==> src/rtl/fb_read_arbiter.sv <==
// Shares one framebuffer read port between VGA scanout (high priority) and a frame-dump sequencer.
// Define FB_ARB_STATS_EN to add the vga_conflicts / dump_frames statistics ports.

module fb_read_arbiter #(
  parameter int ADDR_W     = 16,
  parameter int PIX_W      = 3,
  parameter int PX_WIDTH   = 160,
  parameter int PX_HEIGHT  = 120,
  parameter int MEM_LAT    = 1,
  parameter int STARVE_MAX = 8
) (
  input  logic              clk,
  input  logic              clr,
  input  logic              vga_req,
  input  logic [ADDR_W-1:0] vga_addr,
  output logic              vga_gnt,
  output logic [PIX_W-1:0]  vga_rdata,
  output logic              vga_rvalid,
  input  logic              dump_start,
  output logic              dump_busy,
  output logic [PIX_W-1:0]  dump_pix,
  output logic              dump_valid,
  output logic              dump_eol,
  output logic              dump_done,
  output logic [ADDR_W-1:0] mem_addr,
`ifdef FB_ARB_STATS_EN
  input  logic [PIX_W-1:0]  mem_rdata,
  output logic [15:0]       vga_conflicts,
  output logic [15:0]       dump_frames
`else
  input  logic [PIX_W-1:0]  mem_rdata
`endif
);

  localparam int N  = PX_WIDTH * PX_HEIGHT;
  localparam int CW = (PX_WIDTH > 1) ? $clog2(PX_WIDTH) : 1;
  localparam int RW = (PX_HEIGHT > 1) ? $clog2(PX_HEIGHT) : 1;
  localparam int SW = (STARVE_MAX > 0) ? $clog2(STARVE_MAX + 1) : 1;
  localparam logic [ADDR_W-1:0] LAST_IDX   = ADDR_W'(N - 1);
  localparam logic [CW-1:0]     LAST_COL   = CW'(PX_WIDTH - 1);
  localparam logic [RW-1:0]     LAST_ROW   = RW'(PX_HEIGHT - 1);
  localparam logic [SW-1:0]     STARVE_LIM = SW'(STARVE_MAX);

  typedef enum logic [1:0] {S_IDLE, S_SCAN, S_DRAIN} state_t;
  typedef enum logic [1:0] {OWN_NONE, OWN_VGA, OWN_DUMP} owner_t;

  state_t            state_q, state_d;
  logic [ADDR_W-1:0] index_q, index_d;
  logic [ADDR_W-1:0] mem_addr_q, mem_addr_d;
  logic [CW-1:0]     col_q, col_d;
  logic [RW-1:0]     row_q, row_d;
  logic [SW-1:0]     starve_q, starve_d;
  logic              busy_q, busy_d;
  logic              done_q, done_d;
  owner_t            tag_own_q [0:MEM_LAT];
  owner_t            tag_own_d [0:MEM_LAT];
  logic              tag_eol_q [0:MEM_LAT];
  logic              tag_eol_d [0:MEM_LAT];
  logic              vga_rvalid_q, vga_rvalid_d;
  logic [PIX_W-1:0]  vga_rdata_q, vga_rdata_d;
  logic              dump_valid_q, dump_valid_d;
  logic [PIX_W-1:0]  dump_pix_q, dump_pix_d;
  logic              dump_eol_q, dump_eol_d;

  logic dump_req, starved, dump_win, vga_win, dump_inflight;

  assign dump_req = (state_q == S_SCAN);
  assign starved  = (STARVE_MAX != 0) && (starve_q == STARVE_LIM);
  assign dump_win = dump_req && (!vga_req || starved);
  assign vga_win  = vga_req && !dump_win;
  // Gated by reset so the port reads as idle while clr is low.
  assign vga_gnt  = vga_win && clr;

  always_comb begin
    dump_inflight = 1'b0;
    for (int k = 0; k <= MEM_LAT; k++) begin
      if (tag_own_q[k] == OWN_DUMP) dump_inflight = 1'b1;
    end
  end

  always_comb begin
    state_d      = state_q;
    index_d      = index_q;
    col_d        = col_q;
    row_d        = row_q;
    busy_d       = busy_q;
    done_d       = 1'b0;
    mem_addr_d   = mem_addr_q;
    tag_own_d    = tag_own_q;
    tag_eol_d    = tag_eol_q;
    vga_rvalid_d = (tag_own_q[MEM_LAT] == OWN_VGA);
    vga_rdata_d  = vga_rdata_q;
    dump_valid_d = (tag_own_q[MEM_LAT] == OWN_DUMP);
    dump_pix_d   = dump_pix_q;
    dump_eol_d   = 1'b0;

    // Tag stage k lines up with mem_rdata when k == MEM_LAT.
    for (int k = 1; k <= MEM_LAT; k++) begin
      tag_own_d[k] = tag_own_q[k-1];
      tag_eol_d[k] = tag_eol_q[k-1];
    end
    tag_own_d[0] = OWN_NONE;
    tag_eol_d[0] = 1'b0;
    if (vga_win) begin
      mem_addr_d   = vga_addr;
      tag_own_d[0] = OWN_VGA;
    end else if (dump_win) begin
      mem_addr_d   = index_q;
      tag_own_d[0] = OWN_DUMP;
      tag_eol_d[0] = (col_q == LAST_COL);
    end

    if (tag_own_q[MEM_LAT] == OWN_VGA) vga_rdata_d = mem_rdata;
    if (tag_own_q[MEM_LAT] == OWN_DUMP) begin
      dump_pix_d = mem_rdata;
      dump_eol_d = tag_eol_q[MEM_LAT];
    end

    if (!dump_req || dump_win) starve_d = '0;
    else if (starve_q != STARVE_LIM) starve_d = starve_q + SW'(1);
    else starve_d = starve_q;

    case (state_q)
      S_IDLE: begin
        if (dump_start) begin
          state_d = S_SCAN;
          index_d = '0;
          col_d   = '0;
          row_d   = '0;
          busy_d  = 1'b1;
        end
      end
      S_SCAN: begin
        if (dump_win) begin
          index_d = index_q + ADDR_W'(1);
          if (col_q == LAST_COL) begin
            col_d = '0;
            row_d = (row_q == LAST_ROW) ? '0 : row_q + RW'(1);
          end else begin
            col_d = col_q + CW'(1);
          end
          if (index_q == LAST_IDX) state_d = S_DRAIN;
        end
      end
      S_DRAIN: begin
        if (!dump_inflight) begin
          state_d = S_IDLE;
          busy_d  = 1'b0;
          done_d  = 1'b1;
        end
      end
      default: state_d = S_IDLE;
    endcase
  end

  always_ff @(posedge clk or negedge clr) begin
    if (!clr) begin
      state_q      <= S_IDLE;
      index_q      <= '0;
      col_q        <= '0;
      row_q        <= '0;
      starve_q     <= '0;
      busy_q       <= 1'b0;
      done_q       <= 1'b0;
      mem_addr_q   <= '0;
      for (int k = 0; k <= MEM_LAT; k++) begin
        tag_own_q[k] <= OWN_NONE;
        tag_eol_q[k] <= 1'b0;
      end
      vga_rvalid_q <= 1'b0;
      vga_rdata_q  <= '0;
      dump_valid_q <= 1'b0;
      dump_pix_q   <= '0;
      dump_eol_q   <= 1'b0;
    end else begin
      state_q      <= state_d;
      index_q      <= index_d;
      col_q        <= col_d;
      row_q        <= row_d;
      starve_q     <= starve_d;
      busy_q       <= busy_d;
      done_q       <= done_d;
      mem_addr_q   <= mem_addr_d;
      tag_own_q    <= tag_own_d;
      tag_eol_q    <= tag_eol_d;
      vga_rvalid_q <= vga_rvalid_d;
      vga_rdata_q  <= vga_rdata_d;
      dump_valid_q <= dump_valid_d;
      dump_pix_q   <= dump_pix_d;
      dump_eol_q   <= dump_eol_d;
    end
  end

  assign mem_addr   = mem_addr_q;
  assign vga_rvalid = vga_rvalid_q;
  assign vga_rdata  = vga_rdata_q;
  assign dump_valid = dump_valid_q;
  assign dump_pix   = dump_pix_q;
  assign dump_eol   = dump_eol_q;
  assign dump_busy  = busy_q;
  assign dump_done  = done_q;

`ifdef FB_ARB_STATS_EN
  logic [15:0] conflicts_q, conflicts_d;
  logic [15:0] frames_q, frames_d;

  // A dump win while VGA is requesting can only be a starvation override.
  always_comb begin
    conflicts_d = conflicts_q;
    frames_d    = frames_q;
    if (vga_req && dump_win) conflicts_d = conflicts_q + 16'd1;
    if (done_d) frames_d = frames_q + 16'd1;
  end

  always_ff @(posedge clk or negedge clr) begin
    if (!clr) begin
      conflicts_q <= '0;
      frames_q    <= '0;
    end else begin
      conflicts_q <= conflicts_d;
      frames_q    <= frames_d;
    end
  end

  assign vga_conflicts = conflicts_q;
  assign dump_frames   = frames_q;
`endif

endmodule
==> config.mk <==
export PLATFORM = sky130hd
export DESIGN_NAME = fb_read_arbiter
export DESIGN_NICKNAME = d
export VERILOG_FILES = /design/src/rtl/fb_read_arbiter.sv
export SDC_FILE = /design/constraint.sdc
export NUM_CORES = 1
export LEC_CHECK = 0
export BUFFER_PORTS_ARGS = -buffer_cell sky130_fd_sc_hd__buf_2
export CAP_MARGIN = 0
export CORE_UTILIZATION = 25
export DETAILED_ROUTE_END_ITERATION = 7
export SYNTH_ARGS = -nofsm -noshare
export SYNTH_HDL_FRONTEND = slang
export SYNTH_SLANG_ARGS = --single-unit
==> constraint.sdc <==
create_clock -name clk -period 2.6 [get_ports clk]
set_input_delay 0.39 -clock clk [delete_from_list [all_inputs] [get_ports clk]]
set_output_delay 0.39 -clock clk [all_outputs]
set_load 0.1 [all_outputs]
==> qor.txt <==
Outcome = complete, no violations
Final nets = 350
CTS tree = built
Die width = 109 um
CTS buffer count = 9
Yosys cell types = 43
Worst EP required = 2210 ps
Hold-fix buffers at CTS = 0
Overall routing resource usage = 12.7%
Crit-path slowest cell = dfrtp_1
Largest net degree at the start of global routing = 64
Area post-placement = 0.00328 sq mm
CTS sink count = 63
H-tree lvl count = 3
Largest family of logic cells by synthesized area = compound AO/OA/AOI/OAI gates
Worst-path fanout max = 9
Vias in the first global route = 2,337
Synth Area in XOR/XNOR = 1.23%
Critical path depth in cells = 6
Top_reg_cell synth = dfrtp_1
Number of core rows = 38
IO Pins = 51
Share of layout cells above drive strength 1 = 23.2%
Pwr Density = 879 mW/mm^2
Cell mode on critical path = nor2b_1
Final setup fails = 0
Post-synthesis mux area share = 1.53%
Final Skew = 5.24 ps
CP max stage delay = 470 ps
Post-synth ARST share = 100%
Post-synth EDFFs = 0
Reg area = 0.00158 sq mm
RSZ-0062 raised after global routing = no
Critical R2R Capture = index_q[11]
Initial antenna violation count = 0
Clock buffer depth = 2
Hpwl dp = 4520 um
Period minus WS final = 2420 ps
Setup TNS = 0 ps
Post-Synthesis Cells = 271
First-pass GRT wire length = 11,300 um
Via-per-instance ratio = 4.82
P_leak = 1.78 nW
Die H = 109 um
Startpoint types = flop
#FFs+latches synth = 63
Worst r2r path cells = 6
Vias = 2,254
Crit-path leading delay family = simple AND/OR/NAND/NOR gates
Synthesized cell area = 0.00286 sq mm
Core area = 0.0110 sq mm
Worst path bufs/invs = 2
Most common cell after layout, fill and taps aside = dfrtp_1
Area growth, synth to finish = 24.5%
Routed len/inst = 14.1 um
Starting Density = 26.0%
Detailed Route WL = 6620 um
Fin crit share = 93.0%
Most frequent cells in the layout = dfrtp_1, buf_2, nand2_1
Final hold viol count = 0
Die area = 0.0119 sq mm
Drt initial violations = 104
Critical path, cell by cell = nor2b_1 -> nand2_1 -> inv_1 -> nor2b_1 -> and2_2 -> buf_12
Post-synthesis adder-cell area fraction = 1.75%
Ys Warns = 0
Final ANT Viol Nets = 0
Worst setup path category = reg -> out
R2r startpoint = starve_q[0]
Max-slew headroom = 27.9%
Arrival time at the worst endpoint = 2030 ps
Class of the worst hold path = in -> async
Worst-Skew Late Latency = 330 ps
Max-cap violations = 0
Gr ovfl total = 0
Synth Area in Simple Gates = 16.8%
Placer Congestion = 0.861
Worst-margin pin slew = 1080 ps
Clock transition at path regs = 50 ps
Fmax = 414 MHz
Avg Inst Size Synth = 10.5 sq um
Synth Area in Compound Gates = 20.0%
CTS Root Cell = clkbuf_16
Post-synth net total = 298
Residual DRC count = 0
Finished layout cell area = 0.00356 sq mm
IO buf count = 50
CP endpoint kind = primary output
Seq/Total Area, Yosys = 55.1%
Cts repair resizes = 0
Initial DRT Pass Iterations = 4
Post-CTS Setup Inserts = 0
Reg2reg setup slack = 370 ps
# fillers = 1,131
Antenna diode instance count = 0
Area of the multi-input gates = 0.00118 sq mm
Max Slew Vio Count = 0
VDD IR-drop max = 0.478 mV
[cells in the mapped netlist (4+ instances only)]
| cell | number | share of area (%) |
|---|---|---|
| nand4_1 | 4 | 0.88 |
| o21ai_0 | 14 | 2.5 |
| buf_2 | 7 | 1.2 |
| dfrtp_1 | 63 | 55 |
| o31ai_1 | 8 | 2.1 |
| a31oi_1 | 7 | 1.5 |
| ha_1 | 4 | 1.8 |
| and2_1 | 4 | 0.88 |
| a21oi_1 | 9 | 1.6 |
| a22o_1 | 16 | 4.9 |
| a21o_1 | 19 | 5.0 |
| nor2_1 | 14 | 1.8 |
| nand2_1 | 36 | 4.7 |
| nand3_1 | 8 | 1.4 |
| clkbuf_1 | 5 | 0.66 |
| inv_1 | 9 | 1.2 |
| or4_1 | 5 | 1.3 |
[power breakdown]
group / leakage, nW / total, mW / internal, mW / switching [mW]
combinational: 0.831 / 0.806 / 0.190 / 0.616
clock: 0.136 / 1.10 / 0.693 / 0.412
sequential: 0.818 / 1.22 / 1.11 / 0.112
total: 1.78 / 3.13 / 1.99 / 1.14
[through the flow]
step                worst slack [ps]  instances  hold slack, ps  power, mW  utilization [%]
floorplan                        281        271            94.4       1.86                -
global placement                 471        452             340       2.03             29.9
detailed placement               380        452             350       2.04             29.9
CTS                              173        468             183       3.17             32.4
global route                    40.7        468             209       3.29             32.4
finish                           182        468             160       3.13             32.4
[cell families after synthesis]
kind of cell,count (synthesis)
buf+inv,23
compound gates,81
mux,4
fa+ha+maj,4
xor+xnor,4
flops,63
simple gates,92
[sequential cells by signal, indices dropped and copies added, names as in the netlist]
name / cells
index_q: 16
vga_rvalid: 1
tag_eol_q: 1
tag_own_q: 2
dump_done: 1
dump_pix: 3
state_q: 2
col_q: 8
starve_q: 4
tag_own_d: 2
vga_rdata: 3
dump_eol: 1
dump_valid: 1
dump_busy: 1
tag_eol_d: 1
mem_addr: 16
[worst register-to-register path: stages, from the launching register on]
cell and delay (ps):
dfrtp_1 400, inv_1 70, ha_1 190, nand3b_4 100
a311o_1 630, or4_1 590, a21oi_1 170
[metal layers]
layer	global-route usage, %	up-vias	part of all wire (%)
met3	6.04	9	6.6
met2	18.9	66	44
met5	0	-	0
li1	-	1087	-
met4	3.47	0	1.0
met1	16.3	1092	49
[worst max path at each step]
stage                     start     endpoint
floorplan           starve_q[0]      vga_gnt
global placement    starve_q[0]  index_q[11]
detailed placement  starve_q[0]  index_q[11]
CTS                  state_q[0]      vga_gnt
global route         state_q[0]      vga_gnt
finish               state_q[0]      vga_gnt
[cell type report]
type,instances,share of cell area (%)
timing repair buffer,55,8.86
tap,140,4.92
sequential,63,44.3
inverter,9,0.949
clock buffer,13,7.31
multi-input combinational,185,33.2
clock inverter,3,0.492
(Power assumes the default switching activity.)
